--- src/rtl/nco_lut_scheduler.sv ---
// nco_lut_scheduler: round-robin sharing of one quarter-wave sine LUT among NCO requesters (optional cos select via NCO_LUT_SCHED_COS_EN)
module nco_lut_scheduler #(
  parameter int NUM_REQ = 2,
  parameter int PHASE_W = 8,
  parameter int ADDR_W  = 6,
  parameter int DATA_W  = 14,
  localparam int ID_W   = $clog2(NUM_REQ)
) (
  input  logic                       clock,
  input  logic                       reset_n,
  input  logic [NUM_REQ-1:0]         req_valid,
  output logic [NUM_REQ-1:0]         req_ready,
  input  logic [NUM_REQ*PHASE_W-1:0] req_phase,
`ifdef NCO_LUT_SCHED_COS_EN
  input  logic [NUM_REQ-1:0]         req_cos,
`endif
  output logic [ADDR_W-1:0]          lut_addr,
  input  logic [DATA_W-1:0]          lut_data,
  output logic                       rsp_valid,
  input  logic                       rsp_ready,
  output logic [ID_W-1:0]            rsp_id,
  output logic [DATA_W:0]            rsp_sample
);
  logic [ID_W-1:0]      rr, gnt_id, idx, id_q;
  logic                 gnt_any, inflight, neg_q, credit, pop, rd, wr;
  logic [1:0]           occ, quad;
  logic [2:0]           load;
  logic [PHASE_W-1:0]   ph [NUM_REQ];
  logic [ADDR_W-1:0]    a;
  logic [DATA_W:0]      sample;
  logic [ID_W+DATA_W:0] mem [2];

  assign pop       = rsp_valid & rsp_ready;
  assign load      = {1'b0, occ} + {2'b0, inflight} - {2'b0, pop};
  assign credit    = load < 3'd2;
  assign rsp_valid = occ != 2'd0;
  assign {rsp_id, rsp_sample} = mem[rd];
  assign req_ready = gnt_any ? NUM_REQ'(1) << gnt_id : '0;
  assign sample    = neg_q ? -{1'b0, lut_data} : {1'b0, lut_data};

  // unpack phases, pick first valid requester at or after rr, fold quadrant into address and sign
  always_comb begin
    gnt_any = 1'b0;
    gnt_id  = '0;
    idx     = '0;
    for (int i = 0; i < NUM_REQ; i++) ph[i] = req_phase[i*PHASE_W +: PHASE_W];
    for (int k = NUM_REQ - 1; k >= 0; k--) begin
      idx = ID_W'((int'(rr) + k) % NUM_REQ);
      if (credit && req_valid[idx]) begin
        gnt_any = 1'b1;
        gnt_id  = idx;
      end
    end
`ifdef NCO_LUT_SCHED_COS_EN
    quad = ph[gnt_id][PHASE_W-1 -: 2] + {1'b0, req_cos[gnt_id]};
`else
    quad = ph[gnt_id][PHASE_W-1 -: 2];
`endif
    a        = ph[gnt_id][ADDR_W-1:0];
    lut_addr = gnt_any ? (quad[0] ? ~a : a) : '0;
  end

  // issue tracking, rr pointer update and the 2-entry output FIFO
  always_ff @(posedge clock) begin
    if (!reset_n) begin
      rr       <= '0;
      inflight <= 1'b0;
      neg_q    <= 1'b0;
      id_q     <= '0;
      occ      <= '0;
      rd       <= 1'b0;
      wr       <= 1'b0;
      mem[0]   <= '0;
      mem[1]   <= '0;
    end else begin
      inflight <= gnt_any;
      if (gnt_any) begin
        rr    <= gnt_id == ID_W'(NUM_REQ - 1) ? '0 : gnt_id + 1'b1;
        neg_q <= quad[1];
        id_q  <= gnt_id;
      end
      if (inflight) begin
        mem[wr] <= {id_q, sample};
        wr      <= ~wr;
      end
      if (pop) rd <= ~rd;
      occ <= occ + {1'b0, inflight} - {1'b0, pop};
    end
  end
endmodule

--- config.mk ---
export PLATFORM = sky130hd
export DESIGN_NAME = nco_lut_scheduler
export DESIGN_NICKNAME = d
export VERILOG_FILES = /design/src/rtl/nco_lut_scheduler.sv
export SDC_FILE = /design/constraint.sdc
export NUM_CORES = 1
export LEC_CHECK = 0
export ABC_AREA = 1
export CORE_UTILIZATION = 51
export CTS_BUF_LIST = sky130_fd_sc_hd__clkbuf_8
export CTS_CLUSTER_SIZE = 14
export DETAILED_ROUTE_END_ITERATION = 10
export GPL_ROUTABILITY_DRIVEN = 0
export GPL_TIMING_DRIVEN = 0
export PLACE_DENSITY = 0.82
export SLEW_MARGIN = 25
export SYNTH_ARGS = -nofsm -noshare
export SYNTH_HDL_FRONTEND = slang
export SYNTH_SLANG_ARGS = --single-unit
--- constraint.sdc ---
create_clock -name clock -period 3.84 [get_ports clock]
set_input_delay 0.768 -clock clock [delete_from_list [all_inputs] [get_ports clock]]
set_output_delay 0.768 -clock clock [all_outputs]
set_load 0.05 [all_outputs]
## Word level (Yosys, flattened, before mapping)

Memories as Yosys holds them, arrays and structs flattened. A register that Yosys moved wholly into a read port is not among the register bits.
Index checks and enable logic that the tools add are counted.

| word-level totals | value |
|---|---|
| output and inout bits | 25 |
| ROM bits | 0 |
| memories kept | 1 |
| bits in writable memories | 32 |
| bits in latches | 0 |
| register bits | 8 |

| operators by class | value |
|---|---|
| $add $sub $neg | 7 |
| eq/ne operators | 0 |
| order comparisons | 4 |
| div/mod/pow operators | 0 |
| multiplexer cells | 25 |
| shift operators | 1 |
| reductions and logical operators | 4 |
| bitwise operators | 5 |
| multipliers | 0 |

Memories:

| memory | depth | bits a word | rd ports | clocked after memory_dff | write ports | RTL line | source |
|---|---|---|---|---|---|---|---|
| mem | 2 | 16 | 1 | 1 | 2 | 31 | `logic [ID_W+DATA_W:0] mem [2];` |

Operators with widths:

| kind | number |
|---|---|
| $mux W8 | 3 |
| $mux W1 | 17 |
| $mux W16 | 1 |
| $reduce_or A16 Y1 | 1 |
| $mux W15 | 1 |
| $neg A14 Y15 | 1 |
| $mux W6 | 2 |
| $not A6 Y6 | 1 |
| $lt A1 B2 Y1 const B | 2 |
| $add A2 B1 Y3 | 1 |
| $lt A3 B2 Y1 const B | 1 |
| $sub A3 B1 Y3 | 1 |
| $add A1 B1 Y1 const B | 2 |
| $add A2 B1 Y2 | 1 |
| $ge A2 B2 Y1 const B | 1 |
| $logic_and A1 B1 Y1 | 2 |
| $mux W2 | 1 |
| $not A1 Y1 | 2 |
| $not A1 Y2 | 1 |
| $reduce_bool A2 Y1 | 1 |
| $shl A1 B1 Y2 const A | 1 |
| $sub A2 B1 Y2 | 1 |
| $and A1 B1 Y1 | 1 |

## Depth between registers and ports, before layout

| depth | value |
|---|---|
| depth in word-level cells | 14 |
| gate-level depth with buffers | 18 |
| mapped depth without buffers | 17 |

## Least setup slack after synthesis

No wires, ideal clock.

| timing | value |
|---|---|
| path kind | flip-flop to output port |
| from | register occ[1] |
| to | output port lut_addr[0] |
| arrival | 3.184 ns |
| path buffers | 1 |
| cell stages (with the launch flop) | 19 |
| path slack | -0.112 ns |
| path through | dfxtp_1 inv_1 nand2_1 nand2_1 inv_1 ha_1 inv_1 ha_1 fa_1 inv_1 nand2_2 nor2_4 nand2_4 buf_6 nand2_2 nand2_2 nand2_1 nand2_1 nor2_1 |

| on the way | value |
|---|---|
| longest elaborated chain between the ends | 14 |
| elaborated cells between the ends (all ways) | 18 |
| classes of those cells | add/sub (2); order compare (1); mux (9); bitwise (3); reduce/logical (3) |

Ends and longest elaborated chain:

| what | RTL line | source |
|---|---|---|
| from (decl) | 26 | `logic [1:0] occ, quad;` |
| from (signal assigned) | 87 | `occ <= occ + {1'b0, inflight} - {1'b0, pop};` |
| $reduce_bool A2 Y1 * | 36 | `assign rsp_valid = occ != 2'd0;` |
| via rsp_valid | 19 | `output logic rsp_valid,` |
| $and A1 B1 Y1 * | 33 | `assign pop = rsp_valid & rsp_ready;` |
| via pop | 25 | `logic gnt_any, inflight, neg_q, credit, pop, rd, wr;` |
| $sub A3 B1 Y3 * | 34 | `assign load = {1'b0, occ} + {2'b0, inflight} - {2'b0, pop};` |
| via load[1] | 27 | `logic [2:0] load;` |
| $lt A3 B2 Y1 * | 35 | `assign credit = load < 3'd2;` |
| $logic_and A1 B1 Y1 | 49 | `if (credit && req_valid[idx]) begin` |
| $mux W1 (2 in a row) | 49 |  |
| $not A1 Y2 (not written as such) | 57, 59 |  |
| $mux W8 (not written as such) (3 in a row) | 59 | `a = ph[gnt_id][ADDR_W-1:0];` |
| $not A6 Y6 | 60 | `lut_addr = gnt_any ? (quad[0] ? ~a : a) : '0;` |
| $mux W6 | 60 |  |
| $mux W6 * | 60 |  |
| to (decl) | 17 | `output logic [ADDR_W-1:0] lut_addr,` |

The timed path passes the listed nets; every way through them passes the cells marked *. The select of a mux whose other input is x is not followed.

## Worst setup path after layout

| timing | value |
|---|---|
| from | input port rsp_ready |
| to | output port lut_addr[4] |

| on the way | value |
|---|---|
| longest elaborated chain between the ends | 13 |
| elaborated cells between the ends (all ways) | 16 |
| classes of those cells | add/sub (1); order compare (1); mux (9); bitwise (3); reduce/logical (2) |

Ends and longest elaborated chain:

| what | RTL line | source |
|---|---|---|
| from (decl) | 20 | `input logic rsp_ready,` |
| $and A1 B1 Y1 * | 33 |  |
| via pop | 25 |  |
| $sub A3 B1 Y3 * | 34 |  |
| via load[1] | 27 |  |
| $lt A3 B2 Y1 * | 35 |  |
| $logic_and A1 B1 Y1 | 49 |  |
| $mux W1 (2 in a row) | 49 |  |
| $not A1 Y2 (not written as such) | 57, 59 |  |
| $mux W8 (not written as such) (3 in a row) | 59 |  |
| $not A6 Y6 | 60 |  |
| $mux W6 | 60 |  |
| $mux W6 * | 60 |  |

Marks and branches as above.

==> key figures <==
Logic synthesis
  • Synth unique cells: 23
  • Compound-Gate Fraction of Synth Area: under 10%
  • Multiplexer area fraction after synthesis: between 7 and 8%
  • Synth Area in Simple Gates: 25.8%
  • Register area share after synthesis: 47.3%
  • Syn. warnings: 0
  • Synth Area per Inst: around 8.3 sq um
  • Post-synth top flop: edfxtp_1
  • Largest family of logic cells by synthesized area: simple AND/OR/NAND/NOR gates
  • Post-Syn Area: 2410 sq um
  • XOR/XNOR Fraction of Synth Area: 1.82%
  • Number of synthesized register bits: 41
  • Ys async rst share: 0%
  • Synth Net Count: 328
  • Adder-cell area share of the yosys netlist: 2.39%
  • EDFF count, synth: 32
  • Cells after Synth: 289

Placement
  • Placed cells: 399
  • HPWL after detailed placement: 3770 um
  • Placed Area: approximately 3100 sq um
  • IO buf count: 58
  • Place WS: -0.949 ns

Route
  • Max Used Layer: met4
  • Post-DRT Antenna Nets: 0
  • Vias/cell: 4.93
  • M1 wire length: 2220 um
  • DRC Markers: 2
  • Drt first pass iters: 7
  • Final wirelength: between 5000 and 6000 um
  • Wire per inst: 12.8 um
  • Routed wl met2: 2780 um
  • Via count: 2042
  • DR WL met3: 218 um
  • DRT iter0 DRCs: 98

Final layout
  • Ant. Diodes: 0
  • Post-route insts no fill: 414
  • Multi-input gate area: between 1000 and 1500 sq um
  • Area Overhead vs Synth: 38.4%
  • Nets: 400
  • Final core occ: 75.1%
  • Filler cells: 335
  • Share of layout cells above drive strength 1: around 23%
  • Seq. cell area: approximately 1100 sq um
  • Design Area, Final: between 3000 and 4000 sq um

Die
  • Placement row count: 24
  • Core ar.: roughly 4400 sq um
  • Die area: about 5000 sq um
  • Die height: between 70 and 80 um
  • Die Width: 70.8 um
  • I/O pin cnt: 60
  • Initial Utilization: 54.3%

Setup path
  • CP Max Fanout: 5
  • RR Endpoint: rr
  • Worst reg-to-reg path cell count: 16
  • Critical path arrival: 2.98 ns
  • WS Path Type: in -> out
  • Req. time, crit path: 3.07 ns
  • Crit. End Element: output pin
  • R2r setup slk: 1.42 ns
  • R2r startpoint: occ[0]
  • Worst setup SP type: input port

Status
  • Status: finished with violations
  • Violated checks: design-rule violations

Clocking
  • CTS Buf Count: 5
  • CTS root buffer: clkbuf_8
  • # hold bufs at CTS: 0
  • CTS tree: done
  • CTS Buffer Depth: 2
  • Htree depth: 2
  • Clk sinks: ~40
  • Worst-Skew Late Latency: 0.29 ns
  • Clk slew on worst S/H paths: 0.08 ns

Flow run
  • Max cap viols: 0

GRT
  • First-pass GRT wire length: 8850 um
  • Largest net degree at the start of global routing: 17
  • Total gr overflow: 0
  • Initial antenna violation count: 0
  • GRT Util Overall: 23.0%
  • Vias in the first global route: roughly 2000

STA
  • Setup Viol. Count Final: 0
  • Unrepaired setup endpoints after global routing: yes
  • Max_slew headroom: 53.4%
  • Hold Fails Final Rpt: 0
  • Setup tns final: 0 ns
  • Pin slew with the least headroom to its limit: approximately 0.70 ns
  • Max-slew violations: 0
  • Crit share post-route: 97.7%
  • Final setup margin: 0.0889 ns
  • Min cycle time layout: around 3.8 ns
  • Fmax: 0.267 GHz
  • Clk_skew: 0.00796 ns

Min path
  • Worst min path class: reg -> reg
  • Min-Delay Path Depth: 1
  • Hold Crit Start: rd

Power and ir drop
  • Max IR drop VDD: 0.000576 V
  • Power Dens Cells: 692 nW/um^2
  • LEAKAGE: roughly 1.5 nW
## where the power goes
part | switching [W] | internal, W | total, W
Combinational | 0.000862 | 0.000522 | 0.00138
Clock | 0.000145 | 0.000190 | 0.000335
Sequential | 0.0000292 | 0.000562 | 0.000591
Total | 0.00104 | 0.00127 | 0.00231
## layout by cell type, fill, tap and decap left out, types with 2 or more instances in the layout
master	count
o21ai_0	6
nand2_2	15
nor2_1	40
nor2_2	7
a21oi_1	13
nand3_1	18
nor2_4	3
buf_4	4
buf_8	2
dfxtp_1	9
clkdlybuf4s50_1	49
buf_2	8
inv_1	44
ha_4	2
xor2_1	5
buf_6	9
mux2_2	16
nand2_4	3
inv_2	3
clkbuf_8	5
nand3b_1	3
edfxtp_1	32
nand2_1	56
## layer usage
metal	vias up	global-route usage, %
li1	1056	-
met3	5	4.13
met2	56	42.0
met1	925	26.8
met5	-	0
met4	0	8.89
## layout make-up
cell class,instances,share of cell area (%)
plain buffers,9,1.95
repair buffers,65,19.9
well taps,52,1.95
inverters,47,5.44
multi-input cells,192,33.3
flip-flops and latches,41,34.2
clock buffers,5,2.06
clock inverters,3,1.16
## through the flow
step	power (W)	hold slack (ns)
after floorplan	0.00147	0.426
after global placement	0.00178	0.436
after detailed placement	0.00181	0.444
after CTS	0.00228	0.452
after global routing	0.00243	0.486
final	0.00231	0.451
## cells in the mapped netlist (2+ instances only)
cell	count	share of area (%)
nand2_1	65	10
inv_1	46	7.2
nor2_1	45	7.0
edfxtp_1	32	40
nand3_1	18	3.7
mux2_2	16	7.5
a21oi_1	13	2.7
dfxtp_1	9	7.5
nand2_2	8	2.1
buf_2	7	1.5
o21ai_0	6	1.2
xor2_1	5	1.8
nor2_2	4	1.0
ha_1	3	1.6
nand3b_1	3	0.93
buf_6	2	0.93
## kinds of logic after synthesis
group | count (synthesis)
xor gates and xnor gates | 5
DFF | 41
buffers and inverters | 56
AOI/OAI and AO/OA | 22
and+or+nand+nor | 145
muxes | 16
adders and majority gates | 4
## sequential cells by signal (all words and copies together) (netlist names), named ones only
name and count:
mem 32, occ 2, id_q 1, inflight 1
neg_q 1, rd 1, rr 1, wr 1
## how the worst max path moves through the flow
stage | from | to | cells after the start
floorplan | occ[1] | lut_addr[1] | 18
detailed placement | rsp_ready | lut_addr[2] | 18
global route | rsp_ready | lut_addr[1] | 17
CTS | rsp_ready | lut_addr[4] | 18
global placement | rsp_ready | lut_addr[3] | 18
finish | rsp_ready | lut_addr[4] | 17
## worst max-delay path: stages
cell and delay (ns):
buf_6 0.09, nand2_2 0.05, inv_2 0.05, ha_4 0.25
inv_2 0.04, ha_4 0.14, fa_1 0.46, inv_1 0.08
nand2_2 0.07, nor2_4 0.14, buf_6 0.12, nand3b_1 0.11
nand2_4 0.13, buf_8 0.14, nor2_4 0.04, nor2_2 0.13
buf_6 0.17
## what timing repair did
item	4_1_cts	5_1_grt
endpoints found under the setup margin	8	8
setup buffers	4	1
gates resized for setup	66	16
gates cloned	2	0
endpoints found under the hold margin	0	0
pin swaps	14	13
Note: power is estimated with default switching activity, not from simulation.
